==> src/rtl/chr_bus_arbiter_pkg.sv <==
// chr_bus_arbiter_pkg: shared cartridge encodings for the CHR bus arbiter and nametable decode
package chr_bus_arbiter_pkg;

   typedef enum logic [2:0] {
      IDLE      = 3'd0,
      PPU_ISSUE = 3'd1,
      PPU_CAPT  = 3'd2,
      LDR_WR    = 3'd3,
      DONE      = 3'd4
   } arb_state_t;

   typedef enum logic [1:0] {
      MIR_VERT  = 2'b00,
      MIR_HORZ  = 2'b01,
      MIR_SCR_A = 2'b10,
      MIR_SCR_B = 2'b11
   } mirror_t;

   localparam int STARVE_W = 4;

   // saturating step of the loader starvation counter
   function automatic logic [STARVE_W-1:0] starve_next(input logic [STARVE_W-1:0] cnt,
                                                       input logic [STARVE_W-1:0] lim);
      return (cnt < lim) ? cnt + 1'b1 : cnt;
   endfunction

endpackage

==> src/rtl/chr_bus_arbiter_nt_mirror_decode.sv <==
// nt_mirror_decode: nametable RAM select and A10 bank from PPU address and mirroring mode
module nt_mirror_decode
   import chr_bus_arbiter_pkg::*;
(
   input  logic [1:0] cfg_mirror,
   input  logic       a13,
   input  logic       a11,
   input  logic       a10,
   output logic       ciram_ce,
   output logic       ciram_a10
);

   // select is active-low over the nametable window; bank follows the live mirroring mode
   always_comb begin
      ciram_ce  = ~a13;
      ciram_a10 = (cfg_mirror == MIR_VERT) ? a10 :
                  (cfg_mirror == MIR_HORZ) ? a11 :
                  (cfg_mirror == MIR_SCR_B);
   end

endmodule

==> src/rtl/chr_bus_arbiter.sv <==
// chr_bus_arbiter: shares one CHR RAM port between the PPU and a loader with starvation guard
module chr_bus_arbiter
   import chr_bus_arbiter_pkg::*;
#(
   parameter int STARVE_LIMIT = 8
)
(
   input  logic        MasterClk,
   input  logic        nRST,
   input  logic        ppu_req,
   input  logic        ppu_we,
   input  logic [13:0] ppu_addr,
   input  logic [7:0]  ppu_wdata,
   output logic [7:0]  ppu_rdata,
   output logic        ppu_ack,
   input  logic        ldr_req,
   input  logic [12:0] ldr_addr,
   input  logic [7:0]  ldr_wdata,
   output logic        ldr_ack,
   output logic        mem_en,
   output logic        mem_we,
   output logic [12:0] mem_addr,
   output logic [7:0]  mem_wdata,
   input  logic [7:0]  mem_rdata,
   input  logic [1:0]  cfg_mirror,
   output logic        ciram_ce,
   output logic        ciram_a10
);

   localparam logic [STARVE_W-1:0] LIM = STARVE_W'(STARVE_LIMIT);

   arb_state_t          state;
   logic [STARVE_W-1:0] starve_cnt;
   logic                rd_pend;
   logic                ldr_win;

   // loader takes the bus when alone or once the PPU has had its quota of grants
   always_comb begin
      ldr_win = ldr_req && (!ppu_req || starve_cnt == LIM);
   end

   // transaction FSM; direction is latched at grant since requests are only looked at in IDLE
   always_ff @(posedge MasterClk) begin
      if (!nRST) begin
         state      <= IDLE;
         starve_cnt <= '0;
         rd_pend    <= 1'b0;
         ppu_rdata  <= 8'h00;
         ppu_ack    <= 1'b0;
         ldr_ack    <= 1'b0;
         mem_en     <= 1'b0;
         mem_we     <= 1'b0;
         mem_addr   <= '0;
         mem_wdata  <= '0;
      end else begin
         mem_en  <= 1'b0;
         mem_we  <= 1'b0;
         ppu_ack <= 1'b0;
         ldr_ack <= 1'b0;
         case (state)
            IDLE: begin
               if (!ldr_req) starve_cnt <= '0;
               if (ldr_win) begin
                  state      <= LDR_WR;
                  starve_cnt <= '0;
                  mem_en     <= 1'b1;
                  mem_we     <= 1'b1;
                  mem_addr   <= ldr_addr;
                  mem_wdata  <= ldr_wdata;
               end else if (ppu_req) begin
                  if (ldr_req) starve_cnt <= starve_next(starve_cnt, LIM);
                  rd_pend <= ~ppu_we;
                  if (ppu_addr[13]) begin
                     state   <= DONE;
                     ppu_ack <= 1'b1;
                  end else begin
                     state     <= PPU_ISSUE;
                     mem_en    <= 1'b1;
                     mem_we    <= ppu_we;
                     mem_addr  <= ppu_addr[12:0];
                     mem_wdata <= ppu_wdata;
                  end
               end
            end
            PPU_ISSUE: state <= PPU_CAPT;
            PPU_CAPT: begin
               if (rd_pend) ppu_rdata <= mem_rdata;
               state   <= DONE;
               ppu_ack <= 1'b1;
            end
            LDR_WR: begin
               state   <= DONE;
               ldr_ack <= 1'b1;
            end
            default: state <= IDLE;
         endcase
      end
   end

   nt_mirror_decode u_nt_mirror_decode (
      .cfg_mirror (cfg_mirror),
      .a13        (ppu_addr[13]),
      .a11        (ppu_addr[11]),
      .a10        (ppu_addr[10]),
      .ciram_ce   (ciram_ce),
      .ciram_a10  (ciram_a10)
   );

endmodule

==> config.mk <==
export PLATFORM = sky130hd
export DESIGN_NAME = chr_bus_arbiter
export DESIGN_NICKNAME = d
export VERILOG_FILES = /design/src/rtl/chr_bus_arbiter_pkg.sv /design/src/rtl/chr_bus_arbiter_nt_mirror_decode.sv /design/src/rtl/chr_bus_arbiter.sv
export SDC_FILE = /design/constraint.sdc
export NUM_CORES = 1
export LEC_CHECK = 0
export ABC_AREA = 1
export CAP_MARGIN = 20
export CORE_AREA = 5 5 75 77
export DETAILED_ROUTE_END_ITERATION = 10
export DIE_AREA = 0 0 80 82
export PLACE_DENSITY = 0.83
export SLEW_MARGIN = 20
export SYNTH_ARGS = -nofsm -noshare
export SYNTH_HDL_FRONTEND = slang
export SYNTH_HIERARCHICAL = 1
export SYNTH_SLANG_ARGS = --single-unit
==> constraint.sdc <==
create_clock -name MasterClk -period 2.8 [get_ports MasterClk]
set_input_delay 0.56 -clock MasterClk [delete_from_list [all_inputs] [get_ports MasterClk]]
set_output_delay 0.56 -clock MasterClk [all_outputs]
set_load 0.05 [all_outputs]
==> summary.md <==
| Metric | Value |
|---|---|
| Switch Pwr | approximately 0.77 mW |
| CP cell instances | clkdlybuf4s50_1, nand2_1, nand3_4, nand2_2, nand2_2, nor2_1, nor2_1 |
| Via count | between 2000 and 2500 |
| Most frequent cells in the layout | 90 x nand2_1, 90 x clkdlybuf4s50_1, 71 x nor2_1, 51 x nand3_1, 41 x dfxtp_1 |
| Worst Path Max Fanout | 23 |
| Die width | approximately 80 µm |
| DRT iter0 DRCs | between 100 and 150 |
| Row cnt | 26 |
| WL final | 5940 µm |
| Worst slew margin | between 60% and 70% |
| RSZ-0062 raised after global routing | false |
| Xor and xnor area share after synthesis | 0% |
| Hold Vio Cnt, Final | 0 |
| #FFs+latches synth | slightly above 40 |
| Post-Syn Area | roughly 0.0021 mm² |
| Tcrit/Tclk final | between 70% and 80% |
| CTS tree | yes |
| Drt pass-1 iters | 4 |
| Starting density of the core | 42.9% |
| Ratio of cells with drive above 1 in the final layout | about 5.4% |
| Largest net degree at the start of global routing | 34 |
| First-pass GRT wire length | roughly 9400 µm |
| # resized after CTS | 0 |
| Peak VDD IR | 0.331 mV |
| Vias per cell | ~4.8 |
| Syn Area/Cell | roughly 6.3 µm² |
| Comb pwr share | 40.4% |
| Reg2Reg Depth | 9 |
| Pleak | 1.48 nW |
| Fillers | between 400 and 500 |
| Hold-fix buffers at CTS | 0 |
| CTS Root Cell | clkbuf_8 |
| Power per cell area | between 600 and 700 mW/mm² |
| Ys async rst share | 0% |
| Layout Utilization | ~64% |
| Main combinational cell family by area after synthesis | simple AND/OR/NAND/NOR gates |
| Core ar. | between 0.004 and 0.005 mm² |
| Setup violators final | 0 |
| Post-CTS Setup Bufs | 0 |
| N_diodes | 0 |
| Reg2Reg Setup Slack | 1070 ps |
| Crit Reg-Reg Startpoint | starve_cnt[0] |
| Max-slew violations | 0 |
| Setup CP Type | input pin to register |
| Sequential fraction of the synthesis area | between 30% and 40% |
| Ports | between 90 and 100 |
| Mux contribution to synthesized area | 0% |
| Fmax | 463 MHz |
| Int Pwr | 1.23 mW |
| Distinct cells, synth | 22 |
| Drc violations | 0 |
| Crit start category | input pin |
| Compound-Gate Fraction of Synth Area | around 4.3% |
| Critical path's top delay family | simple AND/OR/NAND/NOR gates |
| Initial antenna violation count | 0 |
| Final #Nets | approximately 480 |
| Dpl hpwl | between 4000 and 5000 µm |
| Port bufs | 92 |
| Delay of the slowest cell on the worst path | between 700 and 800 ps |
| Simple-Gate Fraction of Synth Area | around 45% |
| Class of the worst hold path | register to register |
| Sw frac | 38.4% |
| Max cap viols | 0 |
| Worst-Margin Slew | roughly 540 ps |
| Status | finished clean |
| Clock power frac | roughly a quarter |
| Die Y | 82 µm |
| Post-synthesis adder-cell area fraction | 1.18% |
| Synth Warn # | 6 |
| CP endpoint kind | register |
| H-tree Lvls | 2 |
| Total grt overflow | 0 |
| Syn nets | 395 |
| Critical path launch point | ppu_req |
| Share of total power in sequential cells | 35.4% |
| Clk_skew | between 9 and 10 ps |
| Setup crit end | mem_addr[10] |
| Slowest cell on crit path | clkdlybuf4s50_1 |
| Worst-path clk slew | ~90 ps |
| Worst-Skew Late Latency | ~300 ps |
| Final setup TNS | 0 ps |
| Area Overhead vs Synth | 50.1% |
| Total Routing Usage GR | 18.0% |
| Drt wl/cell | approximately 12 µm |
| Die footprint | ~0.0066 mm² |
| Vias in the first global route | 2182 |
| Worst r2r dst | mem_addr[10] |
| Post-synth top area share | between 30% and 40% |
| CTS sink count | ~40 |
| Area leader, netlist | dfxtp_1 |
| Critical path depth | 7 |
| Min Tclk post-route | 2160 ps |
| Arrival @ worst endpoint | 2390 ps |
| Final ANT Viol Nets | 0 |
| Data required time of the critical path | approximately 3000 ps |
| Longest Clk Path Bufs | 2 |
| Synth Instances | around 340 |
| Routability Congestion | 0.801 |
| Area contributors post-synth | dfxtp_1 39%, nand2_1 16%, nor2_1 13% |
| CTS buffer count | 5 |
| EDFF count, synth | 0 |
| Dominant synthesized flop cell | dfxtp_1 |
| # placed instances | just under 500 |
| CP Buf/Inv Count | 1 |
| Fin cells | between 400 and 500 |
-- cell usage after synthesis (all sizes together) (2+ instances only) --
master   n
nor2    72
a21oi    3
buf     14
inv     35
nand4    4
ha       2
nand2   93
o21ai   11
dfxtp   41
a211oi   2
nand3   52
clkbuf   3
-- state kept, by name, summed over array words and instances (netlist names) --
name / cells
mem_en: 1
ldr_ack: 1
ppu_ack: 1
starve_cnt: 4
mem_we: 1
rd_pend: 1
mem_addr: 13
mem_wdata: 8
ppu_rdata: 8
state: 3
-- cells by family after synthesis --
group                      after synthesis
buffers and inverters                   52
adders and majority gates                2
AOI/OAI and AO/OA                       17
DFF                                     41
and+or+nand+nor                        223
-- worst min path at each step --
stage / to / cells past startpoint / from / slack [ps]
detailed placement: ppu_rdata[2] / 2 / ppu_rdata[2] / 480
floorplan: rd_pend / 2 / rd_pend / 440
CTS: ppu_rdata[6] / 2 / ppu_rdata[6] / 490
global route: ppu_rdata[4] / 2 / ppu_rdata[4] / 520
finish: ppu_rdata[1] / 2 / ppu_rdata[1] / 490
global placement: ppu_rdata[4] / 2 / ppu_rdata[4] / 460
-- metrics by stage --
step           instance area, µm²  worst slack [ps]  total power [mW]  hold slack (ps)
2_1_floorplan                2120              1210              1.26              437
4_1_cts                      3180               665              2.00              494
3_3_place_gp                 3070               470              1.51              463
3_5_place_dp                 3070               347              1.53              475
6_report                     3180               638              1.99              488
5_1_grt                      3180               439              2.12              518
-- cell type report --
| class | instances | area, µm² | area share [%] |
|---|---|---|---|
| multi-input combinational | 242 | 1070 | 33.6 |
| timing repair buffer | 98 | 961 | 30.2 |
| inverter | 35 | 131 | 4.13 |
| sequential | 41 | 821 | 25.8 |
| clock buffer | 5 | 68.8 | 2.16 |
| clock inverter | 3 | 46.3 | 1.45 |
| tap | 70 | 87.6 | 2.75 |
-- power by group through the flow --
stage | Sequential (mW) | Clock, mW | Combinational (mW)
6_report | 0.706 | 0.482 | 0.804
5_1_grt | 0.714 | 0.520 | 0.882
4_1_cts | 0.706 | 0.489 | 0.808
3_5_place_dp | 0.719 | 0 | 0.807
3_3_place_gp | 0.715 | 0 | 0.790
2_1_floorplan | 0.918 | 0 | 0.342
-- worst min-delay path: cells and delay by family, from the launching register on --
family	cells	cell delay, ps
and+or+nand+nor	2	130
DFF	1	340
-- metal layers --
metal  track usage (%)  share of wire [%]
met1              20.2                 42
met5                 0                  0
met2              32.5                 49
met3              5.04                8.3
met4              6.59                1.5
No activity file was read; power rests on OpenSTA's default activity.
